===== src/rtl/alu_pkg.sv =====
// rtl/alu_pkg.sv - shared opcode, flag and state types for the sequential ALU
package alu_pkg;

  typedef enum logic [3:0] {
    OP_ADD = 4'h0,
    OP_SUB = 4'h1,
    OP_AND = 4'h2,
    OP_OR  = 4'h3,
    OP_XOR = 4'h4,
    OP_NOT = 4'h5,
    OP_LD  = 4'h6,
    OP_ST  = 4'h7,
    OP_ADC = 4'h8,
    OP_SBC = 4'h9,
    OP_SHL = 4'hA,
    OP_SHR = 4'hB,
    OP_ROL = 4'hC,
    OP_ROR = 4'hD,
    OP_MUL = 4'hE,
    OP_RSV = 4'hF
  } op_e;

  typedef struct packed {
    logic v;
    logic n;
    logic z;
    logic c;
  } flags_t;

  typedef enum logic [1:0] {
    IDLE,
    BUSY,
    DONE
  } state_e;

endpackage


===== src/rtl/alu_core.sv =====
// rtl/alu_core.sv - combinational single-cycle datapath (every op except MUL)
module alu_core
  import alu_pkg::*;
#(
  parameter int SIZE = 8
) (
  input  logic [3:0]      op,
  input  logic [SIZE-1:0] l,
  input  logic [SIZE-1:0] r,
  input  logic [3:0]      flags_in,
  output logic [SIZE-1:0] result,
  output logic [3:0]      flags_next,
  output logic            err
);

  localparam int MSB = SIZE - 1;

  flags_t          fin;
  flags_t          fo;
  logic [SIZE-1:0] res;
  logic [SIZE:0]   ext;

  assign fin = flags_t'(flags_in);

  always_comb begin
    fo   = fin;
    fo.v = 1'b0;
    res  = '0;
    ext  = '0;
    err  = 1'b0;
    case (op_e'(op))
      OP_ADD, OP_ADC: begin
        ext  = {1'b0, l} + {1'b0, r} +
               {{SIZE{1'b0}}, (op_e'(op) == OP_ADC) ? fin.c : 1'b0};
        res  = ext[MSB:0];
        fo.c = ext[SIZE];
        fo.v = (l[MSB] == r[MSB]) && (res[MSB] != l[MSB]);
      end
      // Carry on subtract means "no borrow", so SBC subtracts the inverted carry.
      OP_SUB, OP_SBC: begin
        ext  = {1'b0, l} - {1'b0, r} -
               {{SIZE{1'b0}}, (op_e'(op) == OP_SBC) ? ~fin.c : 1'b0};
        res  = ext[MSB:0];
        fo.c = ~ext[SIZE];
        fo.v = (l[MSB] != r[MSB]) && (res[MSB] != l[MSB]);
      end
      OP_AND: res = l & r;
      OP_OR:  res = l | r;
      OP_XOR: res = l ^ r;
      OP_NOT: res = ~l;
      OP_LD:  res = r;
      OP_ST:  res = l;
      OP_SHL: begin
        res  = {l[MSB-1:0], 1'b0};
        fo.c = l[MSB];
      end
      OP_SHR: begin
        res  = {1'b0, l[MSB:1]};
        fo.c = l[0];
      end
      OP_ROL: begin
        res  = {l[MSB-1:0], fin.c};
        fo.c = l[MSB];
      end
      OP_ROR: begin
        res  = {fin.c, l[MSB:1]};
        fo.c = l[0];
      end
      default: begin
        fo  = fin;
        err = 1'b1;
      end
    endcase
    if (!err) begin
      fo.z = (res == '0);
      fo.n = res[MSB];
    end
  end

  assign result     = res;
  assign flags_next = fo;

endmodule


===== src/rtl/alu_seq.sv =====
// rtl/alu_seq.sv - handshaked ALU with persistent flags and iterative shift-add MUL
module alu_seq
  import alu_pkg::*;
#(
  parameter int SIZE = 8
) (
  input  logic            CLK,
  input  logic            RST,
  input  logic            CE,
  input  logic            in_valid,
  output logic            in_ready,
  input  logic [3:0]      op_code,
  input  logic [SIZE-1:0] left_operand,
  input  logic [SIZE-1:0] right_operand,
  output logic            out_valid,
  input  logic            out_ready,
  output logic [SIZE-1:0] op_out,
  output logic [SIZE-1:0] op_out_hi,
  output logic [3:0]      flags,
  output logic            op_err
);

  localparam int CW = $clog2(SIZE);

  state_e            state;
  logic [2*SIZE-1:0] acc;
  logic [SIZE-1:0]   mcand;
  logic [SIZE-1:0]   mplier;
  logic [CW-1:0]     cnt;

  logic [SIZE-1:0]   core_res;
  logic [3:0]        core_flags;
  logic              core_err;
  logic              accept;
  logic              is_mul;
  logic [SIZE:0]     step_sum;
  logic [2*SIZE-1:0] acc_next;
  flags_t            mul_flags;

  alu_core #(.SIZE(SIZE)) u_core (
    .op         (op_code),
    .l          (left_operand),
    .r          (right_operand),
    .flags_in   (flags),
    .result     (core_res),
    .flags_next (core_flags),
    .err        (core_err)
  );

  assign in_ready = CE && ((state == IDLE) || ((state == DONE) && out_ready));
  assign accept   = in_valid && in_ready;
  assign is_mul   = (op_e'(op_code) == OP_MUL);

  // One multiplier bit per step: add the multiplicand into the high half, then shift right.
  assign step_sum = {1'b0, acc[2*SIZE-1:SIZE]} + {1'b0, (mplier[0] ? mcand : {SIZE{1'b0}})};
  assign acc_next = {step_sum, acc[SIZE-1:1]};

  assign mul_flags.v = 1'b0;
  assign mul_flags.n = acc_next[SIZE-1];
  assign mul_flags.z = (acc_next[SIZE-1:0] == '0);
  assign mul_flags.c = |acc_next[2*SIZE-1:SIZE];

  always_ff @(posedge CLK or posedge RST) begin
    if (RST) begin
      state     <= IDLE;
      acc       <= '0;
      mcand     <= '0;
      mplier    <= '0;
      cnt       <= '0;
      op_out    <= '0;
      op_out_hi <= '0;
      flags     <= '0;
      out_valid <= 1'b0;
      op_err    <= 1'b0;
    end else if (CE) begin
      case (state)
        IDLE, DONE: begin
          if (accept && is_mul) begin
            state     <= BUSY;
            acc       <= '0;
            mcand     <= left_operand;
            mplier    <= right_operand;
            cnt       <= CW'(SIZE - 1);
            out_valid <= 1'b0;
          end else if (accept) begin
            state     <= DONE;
            op_out    <= core_res;
            op_out_hi <= '0;
            flags     <= core_flags;
            op_err    <= core_err;
            out_valid <= 1'b1;
          end else if (state == DONE && out_ready) begin
            state     <= IDLE;
            out_valid <= 1'b0;
          end
        end
        BUSY: begin
          acc    <= acc_next;
          mplier <= {1'b0, mplier[SIZE-1:1]};
          if (cnt == '0) begin
            state     <= DONE;
            op_out    <= acc_next[SIZE-1:0];
            op_out_hi <= acc_next[2*SIZE-1:SIZE];
            flags     <= mul_flags;
            op_err    <= 1'b0;
            out_valid <= 1'b1;
          end else begin
            cnt <= cnt - 1'b1;
          end
        end
        default: state <= IDLE;
      endcase
    end
  end

endmodule


===== config.mk =====
export PLATFORM = sky130hd
export DESIGN_NAME = alu_seq
export DESIGN_NICKNAME = d
export VERILOG_FILES = /design/src/rtl/alu_pkg.sv /design/src/rtl/alu_core.sv /design/src/rtl/alu_seq.sv
export SDC_FILE = /design/constraint.sdc
export NUM_CORES = 1
export LEC_CHECK = 0
export ABC_AREA = 0
export BUFFER_PORTS_ARGS = -buffer_cell sky130_fd_sc_hd__buf_2
export CAP_MARGIN = 20
export CORE_MARGIN = 2
export CORE_UTILIZATION = 46
export DETAILED_ROUTE_END_ITERATION = 16
export PLACE_DENSITY = 0.65
export SYNTH_ARGS = -nofsm -noshare
export SYNTH_HDL_FRONTEND = slang
export SYNTH_SLANG_ARGS = --single-unit
export TNS_END_PERCENT = 5

===== constraint.sdc =====
create_clock -name CLK -period 4.62 [get_ports CLK]
set_input_delay 0.462 -clock CLK [delete_from_list [all_inputs] [get_ports CLK]]
set_output_delay 0.462 -clock CLK [all_outputs]
set_load 0.03 [all_outputs]

---- Yosys cells after proc, flatten, opt, wreduce, memory -nomap -nowiden ----
Index checks and enable logic that the tools add are counted.
storage, ports and cells
  logic and storage cells ................. 124
  output and inout bits ................... 23
  bits in latches ......................... 0
  memory bits (writable) .................. 0
  memories kept ........................... 0
  memory bits (read-only) ................. 0
  register bits after elaboration ......... 59
  bits of input ports ..................... 25
operators by class
  $lt $le $gt $ge ......................... 0
  div/mod/pow operators ................... 0
  bitwise operators ....................... 6
  multiplexer cells ....................... 41
  eq/ne operators ......................... 29
  add/sub/neg operators ................... 6
  shift operators ......................... 0
  reductions and logical operators ........ 30
  multipliers ............................. 0
operators by type and width
  kind                                            number
  case mux 8 bit (12 select lines)                1
  2-to-1 mux 8 bit                                8
  case mux 8 bit (2 select lines)                 3
  case mux 16 bit (2 select lines)                1
  == test 4 bit (second input constant)           7
  adder 8 x 8 -> 9 bit                            2
  AND reduction 6 bit                             3
  == test 4 x 3 -> 1 bit (second input constant)  4
  logical NOT 8 bit                               2
  2-to-1 mux 16 bit                               1
  OR reduction 14 bit                             1
  2-to-1 mux 4 bit                                3
  != test 2 bit (second input constant)           6
  2-to-1 mux 1 bit                                10
  2-to-1 mux 2 bit                                5
  OR reduction 10 bit                             1
  OR reduction 2 bit                              5
  adder 9 x 1 -> 9 bit                            1
  AND reduction 3 bit                             3
  subtractor 8 x 8 -> 9 bit                       1
  subtractor 9 x 1 -> 9 bit                       1
  AND 8 bit                                       1
  == test 4 x 2 -> 1 bit (second input constant)  2
  NOT 8 bit                                       1
  other kinds (28)                                39

---- Longest topological paths before layout ----
  word-level depth ........................ 9
  mapped depth ............................ 14
  depth with buffers taken out ............ 13

---- Modules after synthesis ----
A second synthesis with hierarchy kept.
second synthesis, totals
  cell total of the unflattened synthesis .. 543
  area, all modules ....................... 4800.9 µm²
by module, submodules not included
  module    area each (µm²)  cells an instance  times used  seq. area each (µm²)
  alu_seq   2837.7           278                1           1451.4
  alu_core  1963.1           265                1           0.0

---- Worst setup path before layout ----
OpenSTA, ideal clock, no wires.
  path kind ............................... in2reg
  start ................................... input op_code[1]
  end ..................................... register flags[1]
  stages .................................. 14
  setup slack ............................. 1.033 ns
  setup time .............................. 0.066 ns
  data required time ...................... 4.554 ns
  path buffers ............................ 3
  data arrival time ....................... 3.521 ns
  path through ............................ buf_2 -> buf_4 -> clkbuf_1 -> nor3_1 -> nand3_1 -> fa_1 -> fa_1 -> nand2b_1 -> a21oi_1 -> o22ai_1 -> xnor2_1 -> a221oi_1 -> and4_1 -> a31o_1
between the ends
  cells in the longest elaborated chain, start to end .. 9
  elaborated cells between the ends (all ways) .. 32
  those cells by class .................... add/sub (2); eq/ne (16); mux (7); reduce/logical (7)
ends and longest elaborated chain
  element                                                            line                                            source
  from (decl)                                                        alu_seq.sv:12                                   input logic [3:0] op_code,
  == test 4 bit (on tied branches)                                   alu_core.sv:31, alu_core.sv:42, alu_core.sv:34
  2-to-1 mux 1 bit (on tied branches)                                alu_core.sv:42, alu_core.sv:34
  subtractor 9 x 1 -> 9 bit or adder 9 x 1 -> 9 bit (tied branches)  alu_core.sv:41, alu_core.sv:33
  case mux 8 bit (12 select lines)                                   alu_core.sv:31                                  case (op_e'(op))
  logical NOT 8 bit                                                  alu_core.sv:75                                  fo.z = (res == '0);
  2-to-1 mux 2 bit                                                   alu_core.sv:74                                  if (!err) begin
  2-to-1 mux 4 bit                                                   alu_seq.sv:85                                   end else if (accept) begin
  2-to-1 mux 4 bit                                                   alu_seq.sv:78                                   if (accept && is_mul) begin
  case mux 4 bit (2 select lines)                                    alu_seq.sv:76                                   case (state)
  to (signal assigned)                                               alu_seq.sv:89                                   flags <= core_flags;
  to (signal assigned)                                               alu_seq.sv:104                                  flags <= mul_flags;
  to (decl)                                                          alu_seq.sv:19                                   output logic [3:0] flags,
Several ways; a longest one is shown, not always the timed one. The select of a mux whose other input is x is not followed.
A chain may end at the register's enable or synchronous reset.

---- Final worst setup path ----
  start ................................... input op_code[0]
  end ..................................... register flags[1]
The elaborated chain is that of the path after synthesis.

==> impl_results.md <==
- Outcome: finished clean
- Final Critical Period: 3.577 ns
- DRT Pass-1 Iters: 5
- Antenna violations before repair: 0
- Fill count: 1000
- Worst setup EP type: flop
- Area contributors post-synth: dfrtp_1, ha_1, nand2_1
- Global-route wire length before repair: 21380 um
- Overall Power: 1.836 mW
- Unique masters post-synth: 68
- TritonCTS clock tree: built
- Yosys warning total: 0
- Arrival time worst endpoint: between 3 and 4 ns
- Die footprint: ~11000 um2
- Seq/Total Area, Yosys: between 30% and 40%
- Routed WL: approximately 13000 um
- Slew Limit Fails: 0
- GPL Wtd Cong: between 0.9 and 1
- Area growth from synthesis to final layout: 10.39%
- # DRC: 0
- Clock Sinks: a little under 60
- CTS Hold Bufs: 0
- Number of flops mapped to enable cells by yosys: 0
- Critical-path top delay cell: nor4b_1
- Vias/cell: 5.914
- CORE AREA: 10180 um2
- Pleak: roughly 2.5 nW
- Post-detailed-route count of antenna-violating nets: 0
- FF+latch count, synth: 58
- Worst R2R End: flags[1]$_DFFE_PP0P_
- Hold Vio Cnt, Final: 0
- Max stage delay on crit path: 0.55 ns
- Worst R2R Start: flags[0]$_DFFE_PP0P_
- FF+latch area: 1451 um2
- Critical Path RT: 4.90 ns
- Setup TNS: 0 ns
- Clk_skew: between 0.007 and 0.008 ns
- Die width: 105.6 um
- Chip height: ~110 um
- Power Density: 350.5 nW/um2
- Vias in the first global route: 4137
- Crit path buffers/inverters: 1
- Row count: 37
- # setup viols final: 0
- CTS Root Cell: clkbuf_8
- Worst-path cell chain: buf_2, nor2b_1, nand2b_1, or3_1, fa_1, fa_1, xnor2_1, nand2_1, a21oi_1, nor4_1, nor4b_1, and4_1, a31o_1
- Most area-hungry cell type in the Yosys netlist: dfrtp_1
- Layout cells sized above 1: 15.86%
- Syn Nets: about 630
- Num ports: 48
- H-tree depth: 3
- Ys flop type: dfrtp_1
- Hold crit path type: in2async
- CP Max Fanout: 4
- Clock Latency Late Sink: 0.34 ns
- Count leader, synth: nand2_1
- R2r worst-path depth: 10
- Largest net degree at the start of global routing: 59
- CTS Buffer Depth: 2
- Via Count: 4347
- Wirelength per Cell: 18.18 um
- Largest delay share family, worst path: simple AND/OR/NAND/NOR gates
- Nets@finish: 664
- Cell Area, Synth: 4745 um2
- VDD IR-drop max: around 150 uV
- Total grt overflow: 0
- Port Buf Inserts: 47
- Max_cap viols: 0
- Starting DRT DRC Count: 300
- Antenna cells: 0
- Rel. slew slack: 36.13%
- Top cells by count, synth: nand2_1, dfrtp_1, nor2_1, o21ai_0, ha_1
- Worst-path clk slew: 0.07 ns
- Async SR Flop Fraction: between 90% and 100%
- Kind of start point of the critical path: input port
- Reg2Reg Setup Slack: around 1.3 ns
- TritonCTS Buffers: 9
- Cts repair resizes: 0
- Worst-margin pin slew: 0.9545 ns
- Final clock period utilization by the worst path: 77.43%
- Multi-input logic area: 3002 um2
- Syn Inst Count: 558
- Postcts setup bufs: 0
- DP Wirelength: 9867 um
- Most frequent CP cell: fa_1
- Initial Utilization: between 40% and 50%
- RSZ-0062 raised after global routing: false
- Avg Inst Size Synth: 8.503 um2
- Yosys top cell area share: 30.59%
- CP Class: in2reg
- GRT Resource Usage Total: approximately a quarter
- FMAX: ~0.28 GHz
==> metal layers <==
metal	track usage, %	share of wire (%)	up-vias
met5	0	0	-
met4	7.707	2.2	0
met1	32.93	44	2121
met3	3.154	5.8	20
met2	40.55	48	143
li1	-	-	2063
==> layout make-up <==
cell class / count / share of cell area, %
multi-input cells: 438 / 57.31
flip-flops and latches: 58 / 27.71
clock buffers: 11 / 2.699
clock inverters: 5 / 1.027
repair buffers: 56 / 5.781
inverters: 31 / 2.222
well taps: 136 / 3.249
==> placed cells by master, fill, tap and decap left out, types with 4 or more instances in the layout <==
master / instances
and2_1: 9
a22o_1: 4
a21o_1: 9
o21ai_1: 4
ha_1: 40
inv_1: 29
nand2_1: 67
nor4_1: 5
xor2_1: 10
buf_4: 9
o31ai_1: 5
fa_1: 5
nand2b_1: 9
clkbuf_8: 10
mux2_2: 14
nor3_1: 11
nor2b_1: 8
o21a_1: 7
o211ai_1: 6
a31oi_1: 5
a211o_1: 7
or3_1: 4
a211oi_1: 6
nor2_1: 46
a21oi_1: 34
o21ai_0: 44
mux2i_1: 9
xnor2_1: 9
buf_2: 47
dfrtp_1: 58
nand3_1: 7
o22ai_1: 9
==> state kept, by name, summed over array words and instances (netlist names), 2 cells and up <==
signal / cells
cnt: 3
flags: 4
op_out: 8
mcand: 8
mplier: 8
op_out_hi: 8
state: 2
acc: 15
==> how the worst max path moves through the flow <==
stage	from	to	cells after the start
2_1_floorplan	op_code[1]	flags[1]$_DFFE_PP0P_	14
3_3_place_gp	op_code[0]	flags[0]$_DFFE_PP0P_	13
3_5_place_dp	op_code[0]	flags[1]$_DFFE_PP0P_	13
4_1_cts	op_code[0]	flags[1]$_DFFE_PP0P_	13
5_1_grt	op_code[1]	flags[1]$_DFFE_PP0P_	13
6_report	op_code[0]	flags[1]$_DFFE_PP0P_	13
==> report_power, final <==
group | internal, mW | leakage (nW) | switching, mW | total (mW)
sequential | 0.617 | 0.764 | 0.0751 | 0.692
clock | 0.262 | 0.103 | 0.222 | 0.484
combinational | 0.250 | 1.67 | 0.410 | 0.660
==> tightest hold or removal path, cell delays in order <==
cell	delay [ns]
buf_2	0.10
inv_2	0.03
buf_4	0.58
==> metrics by stage <==
step | worst slack, ns | utilization [%] | cell area (um2) | hold slack (ns) | std cells
2_1_floorplan | 1.033 | - | 4745 | 0.4491 | 558
3_3_place_gp | 0.8935 | 49.51 | 5042 | 0.4556 | 719
3_5_place_dp | 0.7772 | 49.51 | 5042 | 0.4636 | 719
4_1_cts | 1.107 | 51.43 | 5238 | 0.3510 | 735
5_1_grt | 0.8284 | 51.43 | 5238 | 0.4092 | 735
6_report | 1.043 | 51.43 | 5238 | 0.3295 | 735
==> cells by family (layout without fill, tap and decap cells) <==
| kind of cell | after synthesis | count (layout) | synth area share, % |
|---|---|---|---|
| DFF | 58 | 58 | 30.59 |
| buffers and inverters | 62 | 103 | 6.144 |
| AOI/OAI and AO/OA | 162 | 162 | 22.34 |
| and+or+nand+nor | 188 | 188 | 19.30 |
| muxes | 24 | 24 | 5.459 |
| adders and majority gates | 45 | 45 | 12.66 |
| xor gates and xnor gates | 19 | 19 | 3.507 |
Note: power is estimated with default switching activity, not from simulation.
